<file path="config.mk">
export PLATFORM = sky130hd
export DESIGN_NAME = spi_register_file
export DESIGN_NICKNAME = d
export VERILOG_FILES = /design/src/rtl/spi_register_file.sv
export SDC_FILE = /design/constraint.sdc
export NUM_CORES = 1
export LEC_CHECK = 0
export ABC_AREA = 1
export BUFFER_PORTS_ARGS = -buffer_cell sky130_fd_sc_hd__buf_2
export CAP_MARGIN = 5
export CORE_ASPECT_RATIO = 1.5
export CORE_MARGIN = 3
export CORE_UTILIZATION = 53
export CTS_CLUSTER_SIZE = 8
export DETAILED_ROUTE_END_ITERATION = 6
export PLACE_DENSITY = 0.9
export SETUP_SLACK_MARGIN = 0.05
export SLEW_MARGIN = 10
export SYNTH_ARGS = -nofsm -noshare
export SYNTH_HDL_FRONTEND = slang
export SYNTH_SLANG_ARGS = --single-unit
</file>
<file path="constraint.sdc">
create_clock -name main_clock -period 14.8 [get_ports main_clock]
set_input_delay 1.48 -clock main_clock [delete_from_list [all_inputs] [get_ports main_clock]]
set_output_delay 1.48 -clock main_clock [all_outputs]
set_load 0.02 [all_outputs]
</file>
<file path="src/rtl/spi_register_file.sv">
// spi_register_file: command decoder and byte-wide register bank behind the SPI
// memory slave. Decodes cmd/addr/write_data, steers the slave's expect_* and
// dummy-cycle controls, serves read_data and exposes the bank on regs_flat.
//
// Optional feature macro: SPI_REGFILE_WRITE_LATCH_EN
//   defined   -> WREN(0x06)/WRDI(0x04) control a write-enable latch (WEL); WRITE
//                bytes are discarded while WEL=0; WEL clears when a WRITE ends.
//   undefined -> 0x06/0x04 are NOPs, writes always commit, status bit1 reads 0.
//
// state     | meaning
// ----------+-----------------------------------------------------------
// S_IDLE    | CS released or waiting for the command byte
// S_DECODE  | command byte captured, choosing the transaction type
// S_WAIT_ADDR | addressed command, waiting for the address to complete
// S_DATA    | data phase: register writes or read byte stream
// S_NOP     | unknown/no-data command, slave idles until CS release
module spi_register_file #(
  parameter int          ADDR_BYTES    = 3,
  parameter int          REG_ADDR_BITS = 4,
  parameter logic [15:0] DEVICE_ID     = 16'hCA01
) (
  input  logic                            main_clock,
  input  logic                            reset,
  input  logic [7:0]                      cmd,
  input  logic                            cmd_valid,
  input  logic [ADDR_BYTES*8-1:0]         addr,
  input  logic                            addr_valid,
  input  logic [7:0]                      write_data,
  input  logic                            write_data_valid,
  input  logic                            read_data_captured,
  input  logic                            operation_in_progress,
  output logic                            expect_addr,
  output logic                            expect_write,
  output logic                            expect_read,
  output logic                            insert_dummy_cycles,
  output logic [7:0]                      read_data,
  output logic [8*(2**REG_ADDR_BITS)-1:0] regs_flat,
  output logic                            reg_write_strobe
);

  localparam int NREG = 2**REG_ADDR_BITS;

  localparam logic [7:0] CMD_WRITE     = 8'h02;
  localparam logic [7:0] CMD_READ      = 8'h03;
  localparam logic [7:0] CMD_FAST_READ = 8'h0B;
  localparam logic [7:0] CMD_READ_ID   = 8'h9F;
  localparam logic [7:0] CMD_STATUS    = 8'h05;
`ifdef SPI_REGFILE_WRITE_LATCH_EN
  localparam logic [7:0] CMD_WREN      = 8'h06;
  localparam logic [7:0] CMD_WRDI      = 8'h04;
`endif

  typedef enum logic [2:0] {
    S_IDLE,
    S_DECODE,
    S_WAIT_ADDR,
    S_DATA,
    S_NOP
  } state_t;

  state_t                   state, state_next;
  logic                     cmd_valid_q, addr_valid_q, wdv_q, rdc_q;
  logic                     cmd_rise, addr_rise, wdv_rise, rdc_rise;
  logic [7:0]               cmd_q;
  logic [7:0]               regs [NREG];
  logic [REG_ADDR_BITS-1:0] ptr;
  logic [1:0]               id_idx;
  logic                     wel;
  logic                     write_ok;
  logic [7:0]               rd_next;
  logic                     ea_n, ew_n, er_n, dm_n;
  logic                     cmd_is_read, cmd_q_is_read;

  assign cmd_rise  = cmd_valid & ~cmd_valid_q;
  assign addr_rise = addr_valid & ~addr_valid_q;
  assign wdv_rise  = write_data_valid & ~wdv_q;
  assign rdc_rise  = read_data_captured & ~rdc_q;

  assign cmd_is_read   = (cmd == CMD_READ) || (cmd == CMD_FAST_READ);
  assign cmd_q_is_read = (cmd_q == CMD_READ) || (cmd_q == CMD_FAST_READ);

`ifdef SPI_REGFILE_WRITE_LATCH_EN
  assign write_ok = wel;
`else
  assign write_ok = 1'b1;
`endif

  // One-flop history of each slave strobe for rising-edge detection
  always_ff @(posedge main_clock or posedge reset) begin
    if (reset) begin
      cmd_valid_q  <= 1'b0;
      addr_valid_q <= 1'b0;
      wdv_q        <= 1'b0;
      rdc_q        <= 1'b0;
    end else begin
      cmd_valid_q  <= cmd_valid;
      addr_valid_q <= addr_valid;
      wdv_q        <= write_data_valid;
      rdc_q        <= read_data_captured;
    end
  end

  // State register and registered slave controls
  always_ff @(posedge main_clock or posedge reset) begin
    if (reset) begin
      state               <= S_IDLE;
      expect_addr         <= 1'b0;
      expect_write        <= 1'b0;
      expect_read         <= 1'b0;
      insert_dummy_cycles <= 1'b0;
    end else begin
      state               <= state_next;
      expect_addr         <= ea_n;
      expect_write        <= ew_n;
      expect_read         <= er_n;
      insert_dummy_cycles <= dm_n;
    end
  end

  // Next state and next control values; CS release overrides everything
  always_comb begin
    state_next = state;
    ea_n       = expect_addr;
    ew_n       = expect_write;
    er_n       = expect_read;
    dm_n       = insert_dummy_cycles;
    case (state)
      S_IDLE: begin
        if (cmd_rise) begin
          state_next = S_DECODE;
          // Addressed commands only ask for the address here; data direction
          // is withheld until the address has arrived.
          if (cmd == CMD_WRITE || cmd_is_read) begin
            ea_n = 1'b1;
          end else if (cmd == CMD_READ_ID || cmd == CMD_STATUS) begin
            er_n = 1'b1;
          end
        end
      end
      S_DECODE: begin
        if (cmd_q == CMD_WRITE || cmd_q_is_read) begin
          state_next = S_WAIT_ADDR;
        end else if (cmd_q == CMD_READ_ID || cmd_q == CMD_STATUS) begin
          state_next = S_DATA;
        end else begin
          state_next = S_NOP;
        end
      end
      S_WAIT_ADDR: begin
        if (addr_rise) begin
          state_next = S_DATA;
          ea_n       = 1'b0;
          ew_n       = (cmd_q == CMD_WRITE);
          er_n       = cmd_q_is_read;
          dm_n       = (cmd_q == CMD_FAST_READ);
        end
      end
      default: ;
    endcase
    if (!operation_in_progress) begin
      state_next = S_IDLE;
      ea_n       = 1'b0;
      ew_n       = 1'b0;
      er_n       = 1'b0;
      dm_n       = 1'b0;
    end
  end

  // Byte presented to the slave for the current data phase
  always_comb begin
    rd_next = 8'h00;
    if (state == S_DATA) begin
      if (cmd_q_is_read) begin
        rd_next = regs[ptr];
      end else if (cmd_q == CMD_READ_ID) begin
        case (id_idx)
          2'd0:    rd_next = DEVICE_ID[15:8];
          2'd1:    rd_next = DEVICE_ID[7:0];
          default: rd_next = 8'h00;
        endcase
      end else if (cmd_q == CMD_STATUS) begin
        rd_next = {6'b0, wel, 1'b0};
      end
    end
  end

  // Register bank, pointer, ID index, WEL and read data
  always_ff @(posedge main_clock or posedge reset) begin
    if (reset) begin
      for (int i = 0; i < NREG; i++) regs[i] <= 8'h00;
      ptr              <= '0;
      id_idx           <= 2'd0;
      wel              <= 1'b0;
      cmd_q            <= 8'h00;
      read_data        <= 8'h00;
      reg_write_strobe <= 1'b0;
    end else begin
      reg_write_strobe <= 1'b0;
      read_data        <= rd_next;
      case (state)
        S_IDLE: begin
          id_idx <= 2'd0;
          if (cmd_rise) cmd_q <= cmd;
        end
`ifdef SPI_REGFILE_WRITE_LATCH_EN
        S_DECODE: begin
          if (cmd_q == CMD_WREN) wel <= 1'b1;
          if (cmd_q == CMD_WRDI) wel <= 1'b0;
        end
`endif
        S_WAIT_ADDR: begin
          if (addr_rise) ptr <= addr[REG_ADDR_BITS-1:0];
        end
        S_DATA: begin
          // A write edge coinciding with CS release still commits.
          if (cmd_q == CMD_WRITE && wdv_rise) begin
            if (write_ok) begin
              regs[ptr]        <= write_data;
              reg_write_strobe <= 1'b1;
            end
            ptr <= ptr + 1'b1;
          end
          if (rdc_rise) begin
            if (cmd_q_is_read) ptr <= ptr + 1'b1;
            if (cmd_q == CMD_READ_ID && id_idx != 2'd2) id_idx <= id_idx + 2'd1;
          end
        end
        default: ;
      endcase
`ifdef SPI_REGFILE_WRITE_LATCH_EN
      if (state != S_IDLE && cmd_q == CMD_WRITE && !operation_in_progress) wel <= 1'b0;
`endif
    end
  end

  // Flatten the bank, reg0 in the low byte
  always_comb begin
    regs_flat = '0;
    for (int i = 0; i < NREG; i++) regs_flat[i*8 +: 8] = regs[i];
  end

endmodule
</file>
==> results.toml, run 1 <==
[yosys]
netlist_instances = 910
synthAdderAreaFrac = 0.0114
synth_enable_flop_cells = 0
synthFlopType = "sky130_fd_sc_hd__dfrtp_1"
synth_cell_type_count = 28
syn-cell-area_um2 = 7690
postSynthAreaPerCell_um2 = 8.45
yosys_warnings = 1
synth-xor-area-share = 0
synth-compound-area-share = 0.174
synth_area_leader_cell = "sky130_fd_sc_hd__dfrtp_1"
yosysTopAreaCellShare = 0.527
synthSimpleGateAreaFrac = 0.220
synth-seq-cells = 162
synthTopCellsByArea = "sky130_fd_sc_hd__dfrtp_1, sky130_fd_sc_hd__nand2_1, sky130_fd_sc_hd__o21ai_0, sky130_fd_sc_hd__nor2_1, sky130_fd_sc_hd__o21ai_1"
synth_top_family_by_area = "simple AND/OR/NAND/NOR gates"
async_reset_ff_frac = 1.00
part_of_the_yosys_area_used_for_sequential_elements = 0.527
synthesis.nets = 964
synth.mux.area_fraction = 0

[pwr]
seq_power_share = 0.444
power.switching_uw = 342
power_switching_share = 0.316
worst_ir_drop_vdd_mv = 0.0898
internal-power_uw = 741
power_per_cell_area_nw_per_um2 = 120
power_frac_clock = 0.388
leakage_nw = 4.58
power.combinational.fraction = 0.168
post-layout-total-power_mw = 1.08

[floorplan]
core_um2 = 14100
horiz_die_dim_um = 104
initial_utilization = 0.544
die_h_um = 153
i_o_pins = 188
die_area_um2 = 16000
floorplan.rows = 53

[cells_and_area]
multiInputGateArea_um2 = 3120
ant_diodes = 0
final_nets = 1104
layout.area.seq_um2 = 4060
filler_cell_count = 1183
final_design_area_no_fill_um2 = 9030
post-route-util = 0.639
layout-area-overhead-vs-synth_pct = 17.5
drive_gt1_frac = 0.219

[drt]
vias = 7211
route.final.wire_length_um = 23000
wl_per_cell_um = 18.4
detail_route.drc_violations = 0
drt_pre_antenna_iters = 7
route.antenna.remaining_nets = 0
drt_first_iter_violations = 704
detail_route.vias_per_cell = 5.75

[setup_path]
critical-path-top-delay-family = "simple AND/OR/NAND/NOR gates"
arr_time_crit_path_ps = 3560
kind_of_launch_point_of_the_worst_setup_path = "primary input"
cpPeakStageDelay_ps = 670
crit_path_max_fanout = 17
regToRegStartpoint = "ptr[0]"
timing.setup.critical_path_class = "primary input to flip-flop"
critical_path.startpoint = "write_data_valid"
timing.critical_path.to_type = "flip-flop"
critical_path.cell_chain = "buf_2, inv_1, nor2_1, nand3_2, nor2_4, nand3_1, o21ai_0"
crit_required_ps = 15110
worstPathBufferInverterCount = 2
critical_path.slowest_cell = "sky130_fd_sc_hd__nand3_1"

[timing]
setup-violations-final = 0
skew_ps = 9.08
relSlewSlack = 0.203
grt_setup_unrepaired = "no"
finalHoldViolations = 0
final.min_clock_period_ps = 3250
max_slew.worst_pin.slew_ps = 1190
layout_worst_path_cycle_share = 0.219
final-max-slew-violation-count = 0
setup_tns_ps = 0
max_freq_ghz = 0.308

[place]
detailedPlacementHpwl_um = 16000
port-buffer-count = 167
gp_congestion = 0.874
dpl-instance-area_um2 = 8470

[clock_tree]
tritoncts.num_buffers = 17
clock_latency_on_the_worst_skew_pair_ps = 430
clock_path_buffers = 2
clock-sinks = 162
cts_hold_buf = 0
number_of_levels_the_h_tree_was_split_into = 4
ctsResizeCount = 0
clk_root_buffer_cell = "sky130_fd_sc_hd__clkbuf_16"
cts_tree = "built"
cts_setup_buffers = 0
cts.reportedPaths.clkPinSlew_ps = 60

[min_path]
min_path_type = "flip-flop to flip-flop"
timing.hold.worst.start = "expect_read"

[global_route]
track_usage = 0.289
vias_in_the_first_global_route = 6867
grt_antenna_before_repair = 0
grt_pass1_wl_um = 36300
grt_overflow = 0
grt_max_degree = 105

[job]
timing.max_cap.violations = 0

[outcome]
result_of_the_run = "finished clean"
[flip-flops by register name, indices dropped and copies added, names as in the netlist, 2 cells and up]
| name | count |
|---|---|
| cmd_q | 8 |
| ptr | 4 |
| read_data | 8 |
| regs_flat | 128 |
| state | 3 |
| id_idx | 2 |
[layout make-up]
| cell class | count | area share |
|---|---|---|
| Multi-Input combinational cell | 650 | 0.346 |
| Timing Repair Buffer | 171 | 0.0959 |
| Sequential cell | 162 | 0.449 |
| Tap cell | 192 | 0.0266 |
| Clock inverter | 15 | 0.0151 |
| Clock buffer | 17 | 0.0471 |
| Inverter | 48 | 0.0205 |
[cells in the final DEF (no fill, tap or decap)]
cell | Yosys | routed
sky130_fd_sc_hd__nor2_1 | 111 | 111
sky130_fd_sc_hd__bufinv_16 | 0 | 1
sky130_fd_sc_hd__clkinv_2 | 0 | 4
sky130_fd_sc_hd__o41ai_1 | 1 | 1
sky130_fd_sc_hd__nand3_1 | 28 | 28
sky130_fd_sc_hd__clkbuf_16 | 0 | 17
sky130_fd_sc_hd__o211ai_1 | 1 | 1
sky130_fd_sc_hd__nor4_1 | 2 | 2
sky130_fd_sc_hd__nand4_1 | 7 | 7
sky130_fd_sc_hd__or2_2 | 1 | 1
sky130_fd_sc_hd__dfrtp_2 | 0 | 1
sky130_fd_sc_hd__nor3_1 | 6 | 6
sky130_fd_sc_hd__o31ai_1 | 1 | 1
sky130_fd_sc_hd__clkinv_1 | 2 | 3
sky130_fd_sc_hd__nand3b_1 | 1 | 1
sky130_fd_sc_hd__buf_2 | 6 | 167
sky130_fd_sc_hd__clkinvlp_4 | 0 | 1
sky130_fd_sc_hd__inv_6 | 0 | 4
sky130_fd_sc_hd__o21ai_0 | 149 | 149
sky130_fd_sc_hd__dfrtp_1 | 162 | 161
sky130_fd_sc_hd__nand3_2 | 2 | 2
sky130_fd_sc_hd__nand2_1 | 223 | 223
sky130_fd_sc_hd__o21ai_2 | 14 | 14
sky130_fd_sc_hd__ha_1 | 7 | 7
sky130_fd_sc_hd__o22ai_1 | 17 | 17
sky130_fd_sc_hd__buf_4 | 0 | 4
sky130_fd_sc_hd__inv_1 | 46 | 44
sky130_fd_sc_hd__clkinv_4 | 0 | 6
sky130_fd_sc_hd__a21oi_1 | 10 | 10
sky130_fd_sc_hd__o21ai_1 | 58 | 58
sky130_fd_sc_hd__nand3_4 | 9 | 9
sky130_fd_sc_hd__nor2_4 | 2 | 2
[metrics by stage]
step / setup WS, ps / hold WS, ps / std cells
3_5_place_dp: 11220 / 466 / 1223
6_report: 11550 / 486 / 1255
4_1_cts: 11580 / 490 / 1255
3_3_place_gp: 11300 / 456 / 1223
2_1_floorplan: 8940 / 475 / 910
5_1_grt: 11420 / 528 / 1255
[cell usage after synthesis, types with 10 or more instances]
cell / instances
sky130_fd_sc_hd__a21oi_1: 10
sky130_fd_sc_hd__buf_6: 16
sky130_fd_sc_hd__clkbuf_1: 23
sky130_fd_sc_hd__dfrtp_1: 162
sky130_fd_sc_hd__inv_1: 46
sky130_fd_sc_hd__nand2_1: 223
sky130_fd_sc_hd__nand3_1: 28
sky130_fd_sc_hd__nor2_1: 111
sky130_fd_sc_hd__o21ai_0: 149
sky130_fd_sc_hd__o21ai_1: 58
sky130_fd_sc_hd__o21ai_2: 14
sky130_fd_sc_hd__o22ai_1: 17
[cells by family after synthesis]
family          Yosys count
compound gates          251
flops                   162
buf+inv                  98
fa+ha+maj                 7
simple gates            392
[layer usage]
metal,track usage,wire length [um],up-vias
li1,-,-,3302
met1,0.335,8100,3393
met2,0.485,11500,406
met3,0.0630,1890,110
met4,0.183,1520,0
met5,0,0,-
[power groups by stage]
stage               clock, mW  sequential, mW  combinational, mW
global route            0.440           0.484              0.204
global placement            0           0.487              0.172
floorplan                   0           0.488              0.132
CTS                     0.420           0.480              0.179
detailed placement          0           0.488              0.178
finish                  0.421           0.481              0.182
[worst paths after layout]
path                                      end  slack [ps]  depth (start not counted)
worst max-delay path            regs_flat[83]       11550                          7
worst min-delay path              expect_read         490                          2
worst max register to register  regs_flat[83]       11960                          5
worst min register to register    expect_read         490                          2
max in group asynchronous              ptr[0]       12230                          3
min in group asynchronous       regs_flat[33]        1260                          2
[worst reg2reg max path, stage by stage (launching register included)]
cell and delay [ps]:
sky130_fd_sc_hd__dfrtp_2 410, sky130_fd_sc_hd__clkinv_1 390, sky130_fd_sc_hd__buf_4 490, sky130_fd_sc_hd__ha_1 460, sky130_fd_sc_hd__nand3_1 530, sky130_fd_sc_hd__o21ai_0 450
(Power assumes the default switching activity.)
==> run 2: changes to the inputs <==
==> constraint.sdc (replaced) <==
create_clock -name main_clock -period 3.4 [get_ports main_clock]
set_input_delay 0.34 -clock main_clock [delete_from_list [all_inputs] [get_ports main_clock]]
set_output_delay 0.34 -clock main_clock [all_outputs]
set_load 0.02 [all_outputs]
==> results.toml, run 2 (synthesis results as in run 1) <==
[global_route]
track_usage = 0.290
grt_pass1_wl_um = 36600
groute.layer.met3.usage = 0.0655
most_used_routing_layer_in_global_routing = "met2"
grt_max_degree = 88
groute.layer.met1.usage = 0.341
grt_antenna_before_repair = 0
vias_in_the_first_global_route = 6853
grtUsageMet2 = 0.477
grt_overflow = 0

[floorplan]
die_area_um2 = 16000
core_um2 = 14100
horiz_die_dim_um = 104
i_o_pins = 188
die_h_um = 153
floorplan.rows = 53
initial_utilization = 0.544

[cells_and_area]
drive_gt1_frac = 0.224
layout_common_cells = "sky130_fd_sc_hd__nand2_1, sky130_fd_sc_hd__buf_2, sky130_fd_sc_hd__dfrtp_1"
filler_cell_count = 1115
final_nets = 1111
most_frequent_standard_cell_in_the_layout_excluding_fill_and_tap_cells = "sky130_fd_sc_hd__nand2_1"
post-route-util = 0.645
layout-area-overhead-vs-synth_pct = 18.6
ant_diodes = 0
largest_register_ffs = 128

[clock_tree]
cts_tree = "built"
clock_latency_on_the_worst_skew_pair_ps = 430
clk_root_buffer_cell = "sky130_fd_sc_hd__clkbuf_16"
cts.reportedPaths.clkPinSlew_ps = 70
number_of_levels_the_h_tree_was_split_into = 4
cts_hold_buf = 0
cts_setup_buffers = 0
clock_path_buffers = 2
ctsResizeCount = 0
clock-sinks = 162
tritoncts.num_buffers = 17

[setup_path]
critical_path.slowest_cell = "sky130_fd_sc_hd__clkinv_1"
timing.reg2reg.worst_path_depth = 4
arr_time_crit_path_ps = 2750
crit_required_ps = 3660
timing.critical_path.to_type = "flip-flop"
critical_path.cell_chain = "clkinv_1, ha_1, nand3_1, o21ai_0"
crit_path_max_fanout = 29
cpPeakStageDelay_ps = 650
timing.setup.critical_path_class = "flip-flop to flip-flop"
kind_of_launch_point_of_the_worst_setup_path = "flip-flop"

[job]
timing.max_cap.violations = 0

[timing]
max_freq_ghz = 0.401
skew_ps = 14.5
finalHoldViolations = 0
relSlewSlack = 0.442
layout_worst_path_cycle_share = 0.734
whs_ps = 14.8
grt_setup_unrepaired = "no"
setup_tns_ps = 0
final-max-slew-violation-count = 0
setup-violations-final = 0
max_slew.worst_pin.slew_ps = 832
final.min_clock_period_ps = 2490

[drt]
detail_route.drc_violations = 0
detail_route.vias_per_cell = 5.74
drt_first_iter_violations = 882
route.antenna.remaining_nets = 0
drt_pre_antenna_iters = 6
vias = 7239
wl_per_cell_um = 18.1
route.final.wire_length_um = 22900

[min_path]
min_path_type = "primary input to asynchronous set/reset pin"

[pwr]
worst_ir_drop_vdd_mv = 0.402
leakage_nw = 4.61
power_per_cell_area_nw_per_um2 = 526
post-layout-total-power_mw = 4.80

[outcome]
result_of_the_run = "finished clean"

[place]
gp_congestion = 0.916
detailedPlacementHpwl_um = 16100
port-buffer-count = 167
run 2: final timing paths:
path	to	from	slack (ps)
setup / recovery	regs_flat[101]	ptr[1]	910
hold / removal	regs_flat[64]	reset	10
setup reg to reg	regs_flat[101]	ptr[1]	910
hold reg to reg	expect_read	expect_read	470
max in group asynchronous	regs_flat[48]	reset	2490
min in group main_clock	addr_valid_q	addr_valid	30
run 2: area by class of cell:
type,count,area [um2],area share
Clock buffer,17,425,0.0467
Clock inverter,15,160,0.0176
Inverter,48,184,0.0202
Multi-Input combinational cell,650,3120,0.342
Sequential cell,162,4060,0.445
Tap cell,192,240,0.0264
Timing Repair Buffer,178,931,0.102
run 2: through the flow:
stage	cell area [um2]	worst slack, ps	std cells
4_1_cts	9120	971	1262
3_5_place_dp	8530	937	1230
6_report	9120	906	1262
2_1_floorplan	7690	1000	910
5_1_grt	9120	712	1262
3_3_place_gp	8530	1020	1230
run 2: worst max-delay path, delay by kind of cell, from the launching register on:
kind	cells	cell delay, ps
buffers and inverters	1	650
AO/OA/AOI/OAI	1	190
adder cells (fa/ha/maj)	1	620
AND/OR/NAND/NOR	1	510
flip-flops	1	340
run 2: power breakdown:
part | internal (mW) | total, mW | switching, mW | leakage [nW]
combinational | 0.222 | 0.801 | 0.578 | 2.11
sequential | 2.01 | 2.10 | 0.0887 | 2.23
clock | 1.09 | 1.89 | 0.807 | 0.272
run 2: per-layer routing:
metal	up-vias	share of wire
li1	3310	-
met1	3385	0.36
met2	441	0.49
met3	103	0.083
met4	0	0.072
met5	-	0
